`src/rtl/codec_capture.sv`:
```
// rtl/codec_capture.sv - captures one ADC sample per codec frame into a FWFT FIFO
module codec_capture #(
    parameter int WIDTH      = 16,
    parameter int DEPTH_LOG2 = 4,
    parameter int DROP_W     = 8
) (
    input  logic                  clk,
    input  logic                  reset,
    input  logic                  new_frame,
    input  logic [WIDTH-1:0]      codec_sample,
    input  logic                  enable,
    input  logic                  flush,
    output logic [WIDTH-1:0]      out_sample,
    output logic                  out_valid,
    input  logic                  out_ready,
    output logic                  sample_captured,
    output logic [DEPTH_LOG2:0]   fifo_count,
    output logic                  overflow,
    output logic [DROP_W-1:0]     drop_count,
    input  logic                  overflow_clear
);

    localparam int                   DEPTH      = 1 << DEPTH_LOG2;
    localparam logic [DEPTH_LOG2:0]  FULL_COUNT = (DEPTH_LOG2+1)'(DEPTH);
    localparam logic [DEPTH_LOG2:0]  CNT_ONE    = (DEPTH_LOG2+1)'(1);
    localparam logic [DEPTH_LOG2-1:0] PTR_ONE   = DEPTH_LOG2'(1);
    localparam logic [DROP_W-1:0]    DROP_ONE   = DROP_W'(1);
    localparam logic [DROP_W-1:0]    DROP_MAX   = '1;

    logic [WIDTH-1:0]      mem [DEPTH];
    logic [DEPTH_LOG2-1:0] wr_ptr;
    logic [DEPTH_LOG2-1:0] rd_ptr;
    logic                  nf_d;

    logic frame_edge;
    logic push_req;
    logic pop;
    logic full;
    logic push_ok;
    logic drop;

    // Handshake and accept/drop decisions; flush swallows a coincident push silently
    always_comb begin
        frame_edge = new_frame & ~nf_d;
        push_req   = frame_edge & enable;
        pop        = out_valid & out_ready;
        full       = (fifo_count == FULL_COUNT);
        push_ok    = push_req & (~full | pop);
        drop       = push_req & ~push_ok & ~flush;
        out_valid  = (fifo_count != '0);
        out_sample = mem[rd_ptr];
    end

    // Sample storage; contents are never reset, only pointers and count are
    always_ff @(posedge clk) begin
        if (!reset && push_ok && !flush) begin
            mem[wr_ptr] <= codec_sample;
        end
    end

    // Frame edge history, pointers, occupancy and capture pulse
    always_ff @(posedge clk) begin
        if (reset) begin
            nf_d            <= 1'b1;
            wr_ptr          <= '0;
            rd_ptr          <= '0;
            fifo_count      <= '0;
            sample_captured <= 1'b0;
        end else begin
            nf_d <= new_frame;
            if (flush) begin
                rd_ptr          <= wr_ptr;
                fifo_count      <= '0;
                sample_captured <= 1'b0;
            end else begin
                sample_captured <= push_ok;
                if (push_ok) begin
                    wr_ptr <= wr_ptr + PTR_ONE;
                end
                if (pop) begin
                    rd_ptr <= rd_ptr + PTR_ONE;
                end
                case ({push_ok, pop})
                    2'b10:   fifo_count <= fifo_count + CNT_ONE;
                    2'b01:   fifo_count <= fifo_count - CNT_ONE;
                    default: fifo_count <= fifo_count;
                endcase
            end
        end
    end

    // Sticky overflow and saturating drop counter; a drop beats a coincident clear
    always_ff @(posedge clk) begin
        if (reset) begin
            overflow   <= 1'b0;
            drop_count <= '0;
        end else if (drop) begin
            overflow <= 1'b1;
            if (overflow_clear) begin
                drop_count <= DROP_ONE;
            end else if (drop_count != DROP_MAX) begin
                drop_count <= drop_count + DROP_ONE;
            end
        end else if (overflow_clear) begin
            overflow   <= 1'b0;
            drop_count <= '0;
        end
    end

endmodule

```
`config.mk`:
```
export PLATFORM = sky130hd
export DESIGN_NAME = codec_capture
export DESIGN_NICKNAME = d
export VERILOG_FILES = /design/src/rtl/codec_capture.sv
export SDC_FILE = /design/constraint.sdc
export NUM_CORES = 1
export LEC_CHECK = 0
export BUFFER_PORTS_ARGS = -buffer_cell sky130_fd_sc_hd__buf_4
export CAP_MARGIN = 20
export CORE_ASPECT_RATIO = 1.1
export CORE_MARGIN = 5
export CORE_UTILIZATION = 55
export CTS_CLUSTER_DIAMETER = 150
export DETAILED_ROUTE_END_ITERATION = 8
export GPL_ROUTABILITY_DRIVEN = 1
export GPL_TIMING_DRIVEN = 0
export PLACE_DENSITY = 0.8
export SYNTH_ARGS = -nofsm -noshare
export SYNTH_HDL_FRONTEND = slang
export SYNTH_SLANG_ARGS = --single-unit
export TNS_END_PERCENT = 5
```
`constraint.sdc`:
```
create_clock -name clk -period 4.4 [get_ports clk]
set_input_delay 1.1 -clock clk [delete_from_list [all_inputs] [get_ports clk]]
set_output_delay 1.1 -clock clk [all_outputs]
set_load 0.005 [all_outputs]
```
==> reports/results.txt, run 1 <==
Routed Antenna Nets = 0
Final min period = 4.22 ns
Status = finished clean
All-Layer GR Usage = 21.1%
CTS H-Tree Depth = 1
Cell area power density = 420 nW/um^2
Reg-to-reg endpoint = fifo_count[4]$_SDFFE_PP0P_
WS Path Type = reg -> out
F_max = 237 MHz
Post-cts resize count = 0
Total congestion overflow = 0
Placeable core area = 19900 um^2
Max-cap violations = 0
Final wirelength = 24.6 mm
Crit path capture = out_sample[2]
#FFs+latches synth = 284
Initial antenna violation count = 0
Setup Fix Bufs, Post-CTS = 0
CP arrival = 3.12 ns
Reg-to-reg slack, setup = 1.63 ns
DRC = 0
CTS Root Buffer Type = clkbuf_16
Placer Congestion = 0.837
Final WS setup = 0.182 ns
Die Area = 23200 um^2
Dpl hpwl = 16.7 mm
Yosys cell types = 49
FF-to-FF path depth = 9
Post-synth EDFFs = 256
Worst-skew pair later-pin latency = 0.53 ns
Nets@finish = 716
Worst reg2reg path startpoint = fifo_count[0]$_SDFFE_PP0P_
Crit path required time = 3.30 ns
Most frequent cells in the layout = edfxtp_1, mux4_2, buf_4, a22oi_1, dfxtp_1
Asr flop ratio synth = 0%
Relative slew slack = 41.0%
Ports = 55
# diodes = 0
Most common cell after layout, fill and taps aside = edfxtp_1
CTS max path bufs = 3
Vias = 6028
First-pass GRT wire length = 37.9 mm
Inserted Clock Buffers = 27
Pins Over Slew Limit = 0
Initial Util = 56.0%
Clock Sinks = 284
Port bufs = 54
TritonCTS clock tree = built
Area growth from synthesis to layout = 17.0%
Die X = 146 um
Primary FF master, synth = edfxtp_1
Crit start category = flop
Leak pwr = 4.20 nW
Post-Syn Area = 11100 um^2
Seq/Total Area, Yosys = 74.1%
WL per Instance = 25.7 um
RSZ-0062 raised after global routing = no
Mapped Cells = 579
Hold Crit Class = reg -> reg
Hold Path Cell Cnt = 2
Largest net degree at the start of global routing = 17
Endpoints failing hold = 0
VDD IR max = 0.276 mV
Syn_nets = 613
Place WS = 0.827 ns
First-pass iteration count of the detailed router = 5
CP Max Fanout = 10
DRC marker count from the first detailed-route iteration = 525
Worst Clk Skew = 0.0216 ns
Cts hold-fix bufs = 0
Final Power = 5.47 mW
Std-Cell Rows = 54
Share of layout cells above drive strength 1 = 30.9%
Yosys warns = 0
Clock slew seen by the registers of the worst setup and hold paths = 0.07 ns
Part of the cycle the worst path needs = 95.9%
Final setup violation count = 0
Crit end category = output pin
Worst slew pin tran = 0.877 ns
DR vias/cell = 6.31
Hold Path Origin = overflow$_SDFFE_PP0P_
Post-layout util = 65.5%
Die Span Y = 159 um
Vias in the first global route = 6445
Syn avg cell area = 19.2 um^2
[critical path, stage by stage (launching register included)]
cell and delay (ns):
dfxtp_1 0.31, clkbuf_1 0.51, clkbuf_1 0.69, mux4_2 0.41, a22oi_1 0.33, nand2_1 0.17, buf_4 0.17
[cell families after synthesis]
kind of cell             share of synthesized area, %
buffers and inverters                            1.36
adder cells (fa/ha/maj)                          1.30
AO/OA/AOI/OAI                                    4.41
AND/OR/NAND/NOR                                  5.00
XOR/XNOR                                        0.472
multiplexers                                     13.3
flip-flops                                       74.1
[synthesized netlist by cell type (3+ instances only)]
cell / instances / area share (%)
or4_1: 4 / 0.27
nor4_1: 6 / 0.34
nand2b_1: 8 / 0.45
inv_1: 8 / 0.27
nor2_1: 33 / 1.1
clkbuf_1: 16 / 0.54
nand2_1: 24 / 0.81
mux2i_1: 4 / 0.36
buf_2: 7 / 0.31
a22oi_1: 32 / 2.2
o31ai_1: 4 / 0.27
a211oi_1: 5 / 0.34
mux4_2: 64 / 13
buf_1: 4 / 0.13
edfxtp_1: 256 / 69
or3_1: 4 / 0.22
nor2b_1: 3 / 0.17
a21oi_1: 12 / 0.54
ha_1: 10 / 1.1
dfxtp_1: 28 / 5.0
nand3_1: 10 / 0.45
xor2_1: 4 / 0.31
[stage by stage]
step	hold slack, ns	cell area, um^2	std cells	setup TNS, ns
2_1_floorplan	0.466	11100	579	0
3_5_place_dp	0.469	12100	905	0
6_report	0.484	13000	955	0
4_1_cts	0.487	13000	955	0
3_3_place_gp	0.463	11800	885	-36.84
5_1_grt	0.515	13000	955	0
[report_power, final]
group          total (mW)  internal [mW]  switching [mW]
clock                2.27           1.31           0.962
combinational       0.252          0.109           0.143
sequential           2.94           2.94         0.00450
[registers in the layout (all words and copies together), names as in the netlist, named ones only]
signal and flops:
sample_captured 1, fifo_count 5, mem 256, wr_ptr 4
nf_d 1, rd_ptr 4, overflow 1, drop_count 8
[layer usage]
layer	track usage [%]	vias to the layer above	part of all wire [%]
li1	-	2573	-
met1	26.7	3100	37
met2	37.6	301	53
met3	3.42	54	6.6
met4	6.32	0	2.8
met5	0	-	0
[final cells by class]
type | instances | area (um^2)
clock buffer | 30 | 687
inverter | 8 | 30.0
clock inverter | 20 | 195
sequential | 284 | 8250
buffer | 28 | 121
fill | 1330 | 6850
tap | 252 | 315
multi-input combinational | 259 | 2780
timing repair buffer | 74 | 638
[worst min-delay path by stage]
stage	end	slack, ns
after detailed placement	overflow$_SDFFE_PP0P_	0.47
final	overflow$_SDFFE_PP0P_	0.48
after global routing	overflow$_SDFFE_PP0P_	0.52
after global placement	overflow$_SDFFE_PP0P_	0.46
after floorplan	overflow$_SDFFE_PP0P_	0.47
after CTS	overflow$_SDFFE_PP0P_	0.49
(Power assumes the default switching activity.)
==> inputs of run 2 (changes only) <==
- CORE_UTILIZATION: 55 -> 35
- HOLD_SLACK_MARGIN: default -> 0.03
- PLACE_DENSITY: 0.8 -> 0.57
==> reports/results.txt, run 2 (same netlist as run 1, synthesis figures left out) <==
Worst reg2reg path startpoint = fifo_count[0]$_SDFFE_PP0P_
Worst Clk Skew = 0.00908 ns
Reg-to-reg slack, setup = 1.69 ns
CTS max path bufs = 3
Fin cells = 1126
Hold Crit Class = reg -> reg
Endpoints failing hold = 0
Met1 Usage GRT = 19.1%
CP arrival = 3.19 ns
Placeable core area = 31400 um^2
Std-Cell Rows = 68
DP Cell Count = 1073
Crit start category = flop
WL per Instance = 22.5 um
CP Max Fanout = 10
Top reg by flops = mem
VDD IR max = 0.266 mV
Cts hold-fix bufs = 0
Vias = 5877
Relative slew slack = 35.0%
Slowest stage delay, CP = 0.79 ns
Share of layout cells above drive strength 1 = 30.2%
Max-cap violations = 0
Total congestion overflow = 0
Placed Area = 12400 um^2
Clock slew seen by the registers of the worst setup and hold paths = 0.06 ns
Placer Congestion = 0.851
Inserted Clock Buffers = 29
Nets@finish = 718
Part of the cycle the worst path needs = 97.5%
Setup Fix Bufs, Post-CTS = 0
FF-to-FF path depth = 9
All-Layer GR Usage = 14.3%
Hold Path Origin = overflow$_SDFFE_PP0P_
Pins Over Slew Limit = 0
Most Used Layer, Global Route = met2
Clock Sinks = 284
Status = finished clean
Initial antenna violation count = 0
WS Path Type = reg -> out
Area growth from synthesis to layout = 19.5%
Met3 Use GR = 2.42%
Final min period = 4.29 ns
Routed Antenna Nets = 0
# diodes = 0
Ports = 55
TritonCTS clock tree = built
Place WS = 0.631 ns
CTS Root Buffer Type = clkbuf_16
DRC = 0
Most frequent cells in the layout = edfxtp_1, mux4_2, buf_4, a22oi_1, clkbuf_16
CTS H-Tree Depth = 1
Die Area = 35500 um^2
Worst slew pin tran = 0.975 ns
Final Power = 5.60 mW
First-pass iteration count of the detailed router = 5
Final wirelength = 25.3 mm
Hold Path Cell Cnt = 2
Cell area power density = 421 nW/um^2
Final setup violation count = 0
Dpl hpwl = 17.1 mm
DRC marker count from the first detailed-route iteration = 551
Vias in the first global route = 6360
Crit end category = output pin
F_max = 233 MHz
Most common cell after layout, fill and taps aside = edfxtp_1
Max reg flops = 256
Slowest cell on crit path = clkbuf_1
Crit path required time = 3.30 ns
Largest net degree at the start of global routing = 17
Die Span Y = 197 um
Initial Util = 35.4%
GR Layer Usage met2 = 24.7%
Reg-to-reg endpoint = fifo_count[4]$_SDFFE_PP0P_
DR vias/cell = 5.22
Critical Path Most Common Cell = clkbuf_1
Final WS setup = 0.112 ns
Post-cts resize count = 0
Hold WS = 0.485 ns
Largest regs = mem x256, drop_count x8, fifo_count x5
Worst path cell trace = clkbuf_1 > clkbuf_1 > mux4_2 > a22oi_1 > nand2_1 > buf_4
RSZ-0062 raised after global routing = no
Worst-skew pair later-pin latency = 0.55 ns
First-pass GRT wire length = 38.9 mm
Leak pwr = 4.24 nW
Cell area after layout = 13300 um^2
Worst Hold Path EP = overflow$_SDFFE_PP0P_
Die X = 180 um
Port bufs = 54
==> run 2: metrics by stage <==
step | utilization [%] | TNS, ns
final | 42.4 | 0
after global routing | 42.4 | 0
after CTS | 42.4 | 0
after detailed placement | 39.3 | 0
after global placement | 38.4 | -59.96
after floorplan | - | 0
==> run 2: cell type report <==
class / instances / area, um^2
multi-input combinational: 259 / 2780
inverter: 8 / 30.0
clock inverter: 14 / 120
timing repair buffer: 74 / 646
buffer: 28 / 121
tap: 420 / 526
sequential: 284 / 8250
fill: 2737 / 18100
clock buffer: 39 / 825
==> run 2: critical path: cells and delay by family, from the launching register on <==
family	cells	cell delay (ns)
simple gates	1	0.19
mux	1	0.41
flops	1	0.31
compound gates	1	0.25
buf+inv	3	1.48
==> run 2: where the power goes <==
| group | internal (mW) | switching, mW | total [mW] |
|---|---|---|---|
| registers | 2.94 | 0.00390 | 2.94 |
| clock network | 1.42 | 0.981 | 2.41 |
| logic | 0.109 | 0.145 | 0.253 |
==> run 2: metal layers <==
metal / part of all wire (%) / vias to the layer above
met1: 41 / 3045
met5: 0 / -
met4: 2.7 / 0
li1: - / 2585
met3: 5.9 / 49
met2: 50 / 198
==> run 2: worst max path at each step <==
| stage | end | slack, ns | cells after the start |
|---|---|---|---|
| after floorplan | mem[0][0]$_DFFE_PP_ | 0.84 | 3 |
| after global placement | mem[2][11]$_DFFE_PP_ | -0.96 | 4 |
| after detailed placement | out_sample[0] | 0.63 | 6 |
| after CTS | out_sample[0] | 0.08 | 6 |
| after global routing | out_sample[0] | 0.0008 | 6 |
| final | out_sample[0] | 0.11 | 6 |
